===== config.mk =====
export PLATFORM = sky130hd
export DESIGN_NAME = sync_fifo_16x8_ctrl
export DESIGN_NICKNAME = d
export VERILOG_FILES = /design/src/rtl/fifo_pkg.sv /design/src/rtl/fifo_ptr.sv /design/src/rtl/sync_fifo_16x8_ctrl.sv
export SDC_FILE = /design/constraint.sdc
export NUM_CORES = 1
export LEC_CHECK = 0
export ABC_CLOCK_PERIOD_IN_PS = 7000
export CAP_MARGIN = 15
export CORE_MARGIN = 2
export CORE_UTILIZATION = 45
export CTS_BUF_LIST = sky130_fd_sc_hd__clkbuf_2
export CTS_CLUSTER_DIAMETER = 60
export DETAILED_ROUTE_END_ITERATION = 10
export GPL_TIMING_DRIVEN = 0
export HOLD_SLACK_MARGIN = 0.03
export PLACE_DENSITY_LB_ADDON = 0.05
export SYNTH_ARGS = -nofsm -noshare
export SYNTH_HDL_FRONTEND = slang
export SYNTH_SLANG_ARGS = --single-unit

===== constraint.sdc =====
create_clock -name clock -period 7 [get_ports clock]
set_input_delay 0.7 -clock clock [delete_from_list [all_inputs] [get_ports clock]]
set_output_delay 0.7 -clock clock [all_outputs]
set_load 0.02 [all_outputs]

===== src/rtl/fifo_pkg.sv =====
// Shared constants and types for the 16x8 FIFO controller and its pointer registers.
package fifo_pkg;

    localparam int DEF_DATA_WIDTH = 8;
    localparam int DEF_ADDR_SIZE  = 4;
    localparam int DEF_DEPTH      = 2 ** DEF_ADDR_SIZE;
    localparam int DEF_AF_LEVEL   = 14;
    localparam int DEF_AE_LEVEL   = 2;

    // One extra MSB is the wrap bit that tells full apart from empty.
    typedef logic [DEF_ADDR_SIZE:0] ptr_t;

endpackage


===== src/rtl/fifo_ptr.sv =====
// Wrap-bit pointer register: counts up on inc and rolls over naturally at 2**WIDTH.
module fifo_ptr
    import fifo_pkg::*;
#(
    parameter int WIDTH = $bits(ptr_t)
) (
    input  logic             clock,
    input  logic             reset,
    input  logic             inc,
    output logic [WIDTH-1:0] ptr
);

    localparam logic [WIDTH-1:0] PTR_ONE = 1;

    logic [WIDTH-1:0] ptr_q;
    logic [WIDTH-1:0] ptr_d;

    always_comb begin
        ptr_d = ptr_q;
        if (inc) begin
            ptr_d = ptr_q + PTR_ONE;
        end
    end

    // NOTE: state registers use non-blocking assignments so every flop samples pre-edge values.
    always_ff @(posedge clock) begin
        if (reset) begin
            ptr_q <= '0;
        end else begin
            ptr_q <= ptr_d;
        end
    end

    assign ptr = ptr_q;

endmodule


===== src/rtl/sync_fifo_16x8_ctrl.sv =====
// FIFO controller driving an external 16x8 synchronous dual-port RAM with a registered read port.
module sync_fifo_16x8_ctrl
    import fifo_pkg::*;
#(
    parameter int DATA_WIDTH = DEF_DATA_WIDTH,
    parameter int DEPTH      = DEF_DEPTH,
    parameter int ADDR_SIZE  = DEF_ADDR_SIZE,
    parameter int AF_LEVEL   = DEF_AF_LEVEL,
    parameter int AE_LEVEL   = DEF_AE_LEVEL
) (
    input  logic                  clock,
    input  logic                  reset,
    input  logic                  push,
    input  logic [DATA_WIDTH-1:0] push_data,
    input  logic                  pop,
    output logic [DATA_WIDTH-1:0] pop_data,
    output logic                  pop_valid,
    output logic                  full,
    output logic                  empty,
    output logic                  almost_full,
    output logic                  almost_empty,
    output logic [ADDR_SIZE:0]    count,
    output logic                  overflow,
    output logic                  underflow,
    output logic                  ram_wr_en,
    output logic [ADDR_SIZE-1:0]  ram_wr_addr,
    output logic [DATA_WIDTH-1:0] ram_d_in,
    output logic                  ram_rd_en,
    output logic [ADDR_SIZE-1:0]  ram_rd_addr,
    input  logic [DATA_WIDTH-1:0] ram_d_out
);

    localparam logic [ADDR_SIZE:0] CNT_ONE = 1;
    localparam logic [ADDR_SIZE:0] AF_CNT  = AF_LEVEL[ADDR_SIZE:0];
    localparam logic [ADDR_SIZE:0] AE_CNT  = AE_LEVEL[ADDR_SIZE:0];

    logic [ADDR_SIZE:0] wr_ptr;
    logic [ADDR_SIZE:0] rd_ptr;
    logic               push_acc;
    logic               pop_acc;

    logic [ADDR_SIZE:0] count_q, count_d;
    logic               pop_valid_q, pop_valid_d;
    logic               overflow_q, overflow_d;
    logic               underflow_q, underflow_d;

    fifo_ptr #(.WIDTH(ADDR_SIZE + 1)) u_wr_ptr (
        .clock (clock),
        .reset (reset),
        .inc   (push_acc),
        .ptr   (wr_ptr)
    );

    fifo_ptr #(.WIDTH(ADDR_SIZE + 1)) u_rd_ptr (
        .clock (clock),
        .reset (reset),
        .inc   (pop_acc),
        .ptr   (rd_ptr)
    );

    // Flags decode from registered pointers only, so push/pop never reach them combinationally.
    assign empty = (wr_ptr == rd_ptr);
    assign full  = (wr_ptr[ADDR_SIZE] != rd_ptr[ADDR_SIZE]) &&
                   (wr_ptr[ADDR_SIZE-1:0] == rd_ptr[ADDR_SIZE-1:0]);

    // A push into a full FIFO is still taken when a pop frees the slot in the same cycle.
    assign pop_acc  = pop & ~empty;
    assign push_acc = push & (~full | pop_acc);

    // NOTE: every variable driven here gets a default first so no latch can be inferred.
    always_comb begin
        count_d     = count_q;
        pop_valid_d = pop_acc;
        overflow_d  = overflow_q | (push & ~push_acc);
        underflow_d = underflow_q | (pop & ~pop_acc);
        case ({push_acc, pop_acc})
            2'b10:   count_d = count_q + CNT_ONE;
            2'b01:   count_d = count_q - CNT_ONE;
            default: count_d = count_q;
        endcase
    end

    always_ff @(posedge clock) begin
        if (reset) begin
            count_q     <= '0;
            pop_valid_q <= 1'b0;
            overflow_q  <= 1'b0;
            underflow_q <= 1'b0;
        end else begin
            count_q     <= count_d;
            pop_valid_q <= pop_valid_d;
            overflow_q  <= overflow_d;
            underflow_q <= underflow_d;
        end
    end

    assign count        = count_q;
    assign almost_full  = (count_q >= AF_CNT);
    assign almost_empty = (count_q <= AE_CNT);
    assign pop_valid    = pop_valid_q;
    assign overflow     = overflow_q;
    assign underflow    = underflow_q;

    assign ram_wr_en   = push_acc;
    assign ram_wr_addr = wr_ptr[ADDR_SIZE-1:0];
    assign ram_d_in    = push_data;
    assign ram_rd_en   = pop_acc;
    assign ram_rd_addr = rd_ptr[ADDR_SIZE-1:0];
    assign pop_data    = ram_d_out;

endmodule

==> results.yml, run 1 <==
global_route:
  grt_use_met2_pct: 31.76
  antenna_found_initial: 0
  grt-busiest-layer: "met2"
  grt_max_degree: 13
  grt_pass1_wl_mm: 4.567
  grt_use_met1_pct: 21.33
  grt_use_met3_pct: 3.721
  grt_overflow: 0
  grt_usage_pct: 18.05
  first_global_vias: 1019
finish:
  nets: 204
  syn2layout_area_growth_pct: 37.05
  n_antenna_cell: 0
  layout-drive-gt1-share_pct: 23.30
  seq_area_sq_um: 360.3
  final_util_pct: 66.42
  n_fill_cell: 219
  fin_area_sq_mm: 0.001675
  multiInputGateArea_sq_um: 629.4
synthesis:
  synth-seq-cells: 18
  ys_warn_count: 0
  ys.flop_type: "dfxtp_1"
  async_flop_share_pct: 0
  ys_seq_area_share_pct: 29.48
  synth_edf_count: 0
  syn_inst: 133
  syn_area_per_cell_sq_um: 9.191
  synth.distinct_cells: 38
  synth_area_sq_mm: 0.001222
  syn-num-nets: 159
setup_path:
  critical-path-top-delay-family: "buffers and inverters"
  crit_chain: "clkdlybuf4s50_1 > clkbuf_1 > o31a_1 > clkdlybuf4s50_1"
  start_kind: "primary input"
  worstSetupEndpointType: "output pin"
  worstPathArrival_ns: 2.46
  worstPathMaxFanout: 10
  required_ns: 6.30
  crit_top_cell: "clkdlybuf4s50_1"
  path_class: "primary input to output pin"
  crit_buf_inv: 3
  slowest_stage: "clkdlybuf4s50_1"
  crit_path_max_incr_delay_ns: 0.63
floorplan:
  ios: 58
  core_area_sq_mm: 0.002522
  dieHeight_um: 56.12
  floorplan.initialDensity_pct: 48.46
  chipWidth_um: 56.12
  num_rows: 18
  die_area_sq_mm: 0.003149
drt:
  ant_nets: 0
  viasPerCell: 5.063
  routedWlPerCell_um: 12.85
  vias: 1043
  drc: 0
  initialDrtViolationCount: 18
  drtPass1Iterations: 4
  drt_wl_total_mm: 2.647
timing:
  fin_setup_tns_ns: 0
  relSlewSlack_pct: 69.42
  worst_pin_slew_ns: 0.4472
  whs_ns: 0.4877
  slew_violations: 0
  fmax_mhz: 316.9
  setup_viol_count_final: 0
  fin_skew_ns: 0.006090
  rsz0062_at_grt: "no"
  finalHoldViolations: 0
  finalCritPeriodShare_pct: 45.08
  final.min_clock_period_ns: 3.156
clock_network:
  cts-root-buf: "clkbuf_2"
  clock-sinks: 18
  insertion_delay_ns: 0.30
  cts_hold_buf: 0
  cts_buffers: 3
  post_cts_resized: 0
  cts_tree: "done"
  cts_buffer_depth: 2
  path_clk_slew_ns: 0.17
  htree_levels: 1
  cts_setup_buffers: 0
place:
  hpwl_mm: 2.123
  gp_congestion: 0.7506
  io_buffers: 40
  place_area_sq_mm: 0.001660
run_status:
  status: "finished clean"
power:
  max-vdd-ir-drop_mv: 0.1385
  fin_total_pwr_w: 0.0003745
  p_leak_nw: 0.7351
  pwr_density_cell_mw_per_mm2: 223.5
worst_hold_path:
  hold_class: "flip-flop to flip-flop"
flow_run:
  maxCapViolations: 0
[Yosys cell counts (all sizes together) (3+ instances only)]
library cell	n	share of area [%]
nor2	15	4.6
dfxtp	18	29
ha	5	5.1
o21ai	4	2.3
buf	26	16
and3	3	1.6
o211ai	4	2.5
a21oi	4	1.6
mux2i	4	4.3
xor2	6	4.9
xnor2	10	7.8
inv	8	2.5
[final cells by class]
cell class	count	share of cell area (%)
tap	30	2.240
inverter	8	1.792
multi-input combinational	79	37.57
buffer	28	12.10
sequential	18	21.51
timing repair buffer	40	23.90
clock buffer	3	0.8962
[path summary, 6_finish.rpt]
kind                            to  slack, ns                    startpoint  depth (start not counted)
min            overflow$_SDFF_PP0_       0.49           overflow$_SDFF_PP0_                          1
max                      ram_wr_en       3.84                           pop                          4
min reg2reg    overflow$_SDFF_PP0_       0.49           overflow$_SDFF_PP0_                          1
max reg2reg  count[4]$_SDFFE_PP0P_       4.51  u_rd_ptr.ptr[2]$_SDFFE_PP0P_                          9
[power by group]
| group | switching, W | leakage [nW] | total [W] | internal, W |
|---|---|---|---|---|
| logic | 0.0000990 | 0.576 | 0.000199 | 0.0000999 |
| clock network | 0.0000316 | 0.0125 | 0.0000433 | 0.0000117 |
| registers | 0.0000166 | 0.147 | 0.000132 | 0.000116 |
| total | 0.000147 | 0.735 | 0.000374 | 0.000227 |
[layer usage]
metal	routed length, um	part of all wire [%]
met1	1082	41
met2	1334	50
met3	191	7.2
met4	39	1.5
met5	0	0
[metrics by stage]
stage / instances / setup slack (ns)
after floorplan: 133 / 4.378
after global placement: 203 / 3.695
after detailed placement: 203 / 3.608
after CTS: 206 / 3.836
after global routing: 206 / 3.733
final: 206 / 3.844
[layout by cell type, fill, tap and decap left out, types with 2 or more instances in the layout]
master / netlist / final
inv_1: 7 / 7
o41ai_1: 2 / 2
buf_4: 26 / 26
a21o_1: 2 / 2
mux2i_1: 3 / 3
xor2_1: 5 / 5
ha_1: 5 / 5
nor2_1: 15 / 15
nor3_1: 2 / 2
o21ai_0: 2 / 2
xnor2_1: 9 / 9
clkdlybuf4s50_1: 0 / 40
o21ai_2: 2 / 2
and3_1: 2 / 2
nor2b_1: 2 / 2
clkbuf_1: 2 / 2
nand4_1: 2 / 2
o211ai_1: 4 / 4
a21oi_1: 4 / 4
dfxtp_1: 18 / 18
clkbuf_2: 0 / 3
[sequential cells by signal (all words and copies together) (netlist names)]
signal / cells
count: 5
u_rd_ptr.ptr: 5
u_wr_ptr.ptr: 5
overflow: 1
pop_valid: 1
underflow: 1
[cells by family (layout without fill, tap and decap cells)]
family	after synthesis	count (layout)	synth area share (%)
AO/OA/AOI/OAI	24	24	14.94
XOR/XNOR	16	16	12.69
adder cells (fa/ha/maj)	6	6	6.755
buffers and inverters	36	79	19.04
flip-flops	18	18	29.48
multiplexers	5	5	5.220
AND/OR/NAND/NOR	28	28	11.87
No activity file was read; power rests on OpenSTA's default activity.
==> inputs of run 2 (changes only) <==
--- a/config.mk
+++ b/config.mk
@@ -5,10 +5,10 @@
 export SDC_FILE = /design/constraint.sdc
 export NUM_CORES = 1
 export LEC_CHECK = 0
-export ABC_CLOCK_PERIOD_IN_PS = 7000
+export ABC_CLOCK_PERIOD_IN_PS = 2900
 export CAP_MARGIN = 15
 export CORE_MARGIN = 2
-export CORE_UTILIZATION = 45
+export CORE_UTILIZATION = 38
 export CTS_BUF_LIST = sky130_fd_sc_hd__clkbuf_2
 export CTS_CLUSTER_DIAMETER = 60
 export DETAILED_ROUTE_END_ITERATION = 10
==> constraint.sdc (replaced) <==
create_clock -name clock -period 2.9 [get_ports clock]
set_input_delay 0.29 -clock clock [delete_from_list [all_inputs] [get_ports clock]]
set_output_delay 0.29 -clock clock [all_outputs]
set_load 0.02 [all_outputs]
==> results.yml, run 2 (synthesis results as in run 1) <==
global_route:
  grt_pass1_wl_mm: 4.015
  first_global_vias: 922
  grt_max_degree: 13
  grt_use_met3_pct: 3.412
  antenna_found_initial: 0
  grt-busiest-layer: "met2"
  grt_usage_pct: 14.34
  grt_use_met2_pct: 22.58
  grt_overflow: 0
  grt_use_met1_pct: 19.38
floorplan:
  die_area_sq_mm: 0.003686
  ios: 58
  dieHeight_um: 60.72
  chipWidth_um: 60.72
  core_area_sq_mm: 0.003053
  floorplan.initialDensity_pct: 40.04
  num_rows: 20
clock_network:
  cts_buffer_depth: 2
  cts_setup_buffers: 0
  cts-root-buf: "clkbuf_2"
  htree_levels: 1
  post_cts_resized: 0
  cts_buffers: 3
  cts_hold_buf: 0
  clock-sinks: 18
  insertion_delay_ns: 0.30
  path_clk_slew_ns: 0.19
  cts_tree: "done"
place:
  place_area_sq_mm: 0.001678
  io_buffers: 40
  gp_congestion: 0.7795
  hpwl_mm: 1.940
  post-place-ws_ns: -0.04659
drt:
  vias: 1026
  viasPerCell: 4.643
  drc: 0
  drtPass1Iterations: 3
  initialDrtViolationCount: 27
  routedWlPerCell_um: 11.28
  ant_nets: 0
  drt_wl_total_mm: 2.493
timing:
  fin_setup_tns_ns: 0
  setup_ws_ns: 0.3056
  rsz0062_at_grt: "no"
  finalCritPeriodShare_pct: 89.46
  fmax_mhz: 385.4
  slew_violations: 0
  relSlewSlack_pct: 69.83
  final.min_clock_period_ns: 2.594
  fin_skew_ns: 0.006538
  finalHoldViolations: 0
  setup_viol_count_final: 0
  worst_pin_slew_ns: 0.4525
finish:
  n_antenna_cell: 0
  syn2layout_area_growth_pct: 38.79
  seq_area_sq_um: 360.3
  fin_area_sq_mm: 0.001697
  final_cell_mix: "40 x clkdlybuf4s50_1, 26 x buf_4, 18 x dfxtp_1"
  mostFrequentLayoutCell: "clkdlybuf4s50_1"
  multiInputGateArea_sq_um: 629.4
  n_fill_cell: 295
  layout-drive-gt1-share_pct: 23.16
  nets: 204
setup_path:
  path_class: "primary input to flip-flop"
  worstSetupEndpointType: "flip-flop"
  worstPathMaxFanout: 12
  required_ns: 3.12
  start_kind: "primary input"
  worstPathArrival_ns: 2.81
power:
  pwr_density_cell_mw_per_mm2: 533.3
  max-vdd-ir-drop_mv: 0.2492
  p_leak_nw: 0.7367
worst_hold_path:
  hold_class: "primary input to flip-flop"
run_status:
  status: "finished clean"
flow_run:
  maxCapViolations: 0
## run 2: cell count changes in the layout (fill, tap and decap cells not counted)
cell      previous run  this run
clkinv_1             0         1
## run 2: area by class of cell
| type | count | share of cell area (%) |
|---|---|---|
| Multi-Input combinational cell | 79 | 37.09 |
| Timing Repair Buffer | 40 | 23.60 |
| Sequential cell | 18 | 21.24 |
| Buffer | 28 | 11.95 |
| Tap cell | 44 | 3.245 |
| Inverter | 8 | 1.770 |
| Clock buffer | 3 | 0.8850 |
| Clock inverter | 1 | 0.2212 |
## run 2: path summary, 6_finish.rpt
check	startpoint	endpoint	slack [ns]	depth (start not counted)
worst max-delay path	pop	count[4]$_SDFFE_PP0P_	0.31	10
worst min-delay path	reset	u_wr_ptr.ptr[0]$_SDFFE_PP0P_	0.20	2
worst max register to register	u_wr_ptr.ptr[0]$_SDFFE_PP0P_	count[4]$_SDFFE_PP0P_	0.46	9
worst min register to register	overflow$_SDFF_PP0_	overflow$_SDFF_PP0_	0.49	1
## run 2: critical path: stages
cell and delay, ns:
clkdlybuf4s50_1 0.48, clkbuf_1 0.37, nor2b_1 0.21, o21ai_2 0.09
inv_2 0.18, ha_1 0.30, a21o_1 0.19, a21oi_1 0.16
mux2i_1 0.21, mux2_1 0.33
## run 2: where the power goes
| part | switching, W | internal (W) |
|---|---|---|
| Combinational | 0.000234 | 0.000239 |
| Sequential | 0.0000399 | 0.000279 |
| Clock | 0.0000828 | 0.0000300 |
| Total | 0.000356 | 0.000548 |
## run 2: metal layers
| metal | vias to the layer above | wire (um) |
|---|---|---|
| met2 | 38 | 1101 |
| met4 | 0 | 13 |
| met3 | 2 | 160 |
| met1 | 465 | 1217 |
| met5 | - | 0 |
| li1 | 521 | - |
## run 2: metrics by stage
| step | total power (W) | cells | utilization [%] | hold WS [ns] |
|---|---|---|---|---|
| after global routing | 0.0009677 | 221 | 55.57 | 0.1885 |
| final | 0.0009048 | 221 | 55.57 | 0.2048 |
| after global placement | 0.0007939 | 217 | 54.96 | 0.4465 |
| after floorplan | 0.0006310 | 133 | - | 0.5031 |
| after CTS | 0.0009160 | 221 | 55.57 | 0.1944 |
| after detailed placement | 0.0008009 | 217 | 54.96 | 0.4547 |
==> inputs of run 3 (changes only) <==
--- a/config.mk
+++ b/config.mk
@@ -12,6 +12,7 @@
 export CTS_BUF_LIST = sky130_fd_sc_hd__clkbuf_2
 export CTS_CLUSTER_DIAMETER = 60
 export DETAILED_ROUTE_END_ITERATION = 10
+export GPL_ROUTABILITY_DRIVEN = 0
 export GPL_TIMING_DRIVEN = 0
 export HOLD_SLACK_MARGIN = 0.03
 export PLACE_DENSITY_LB_ADDON = 0.05
==> results of run 3 <==
Final layout, timing and power as in run 2 (identical DEF).
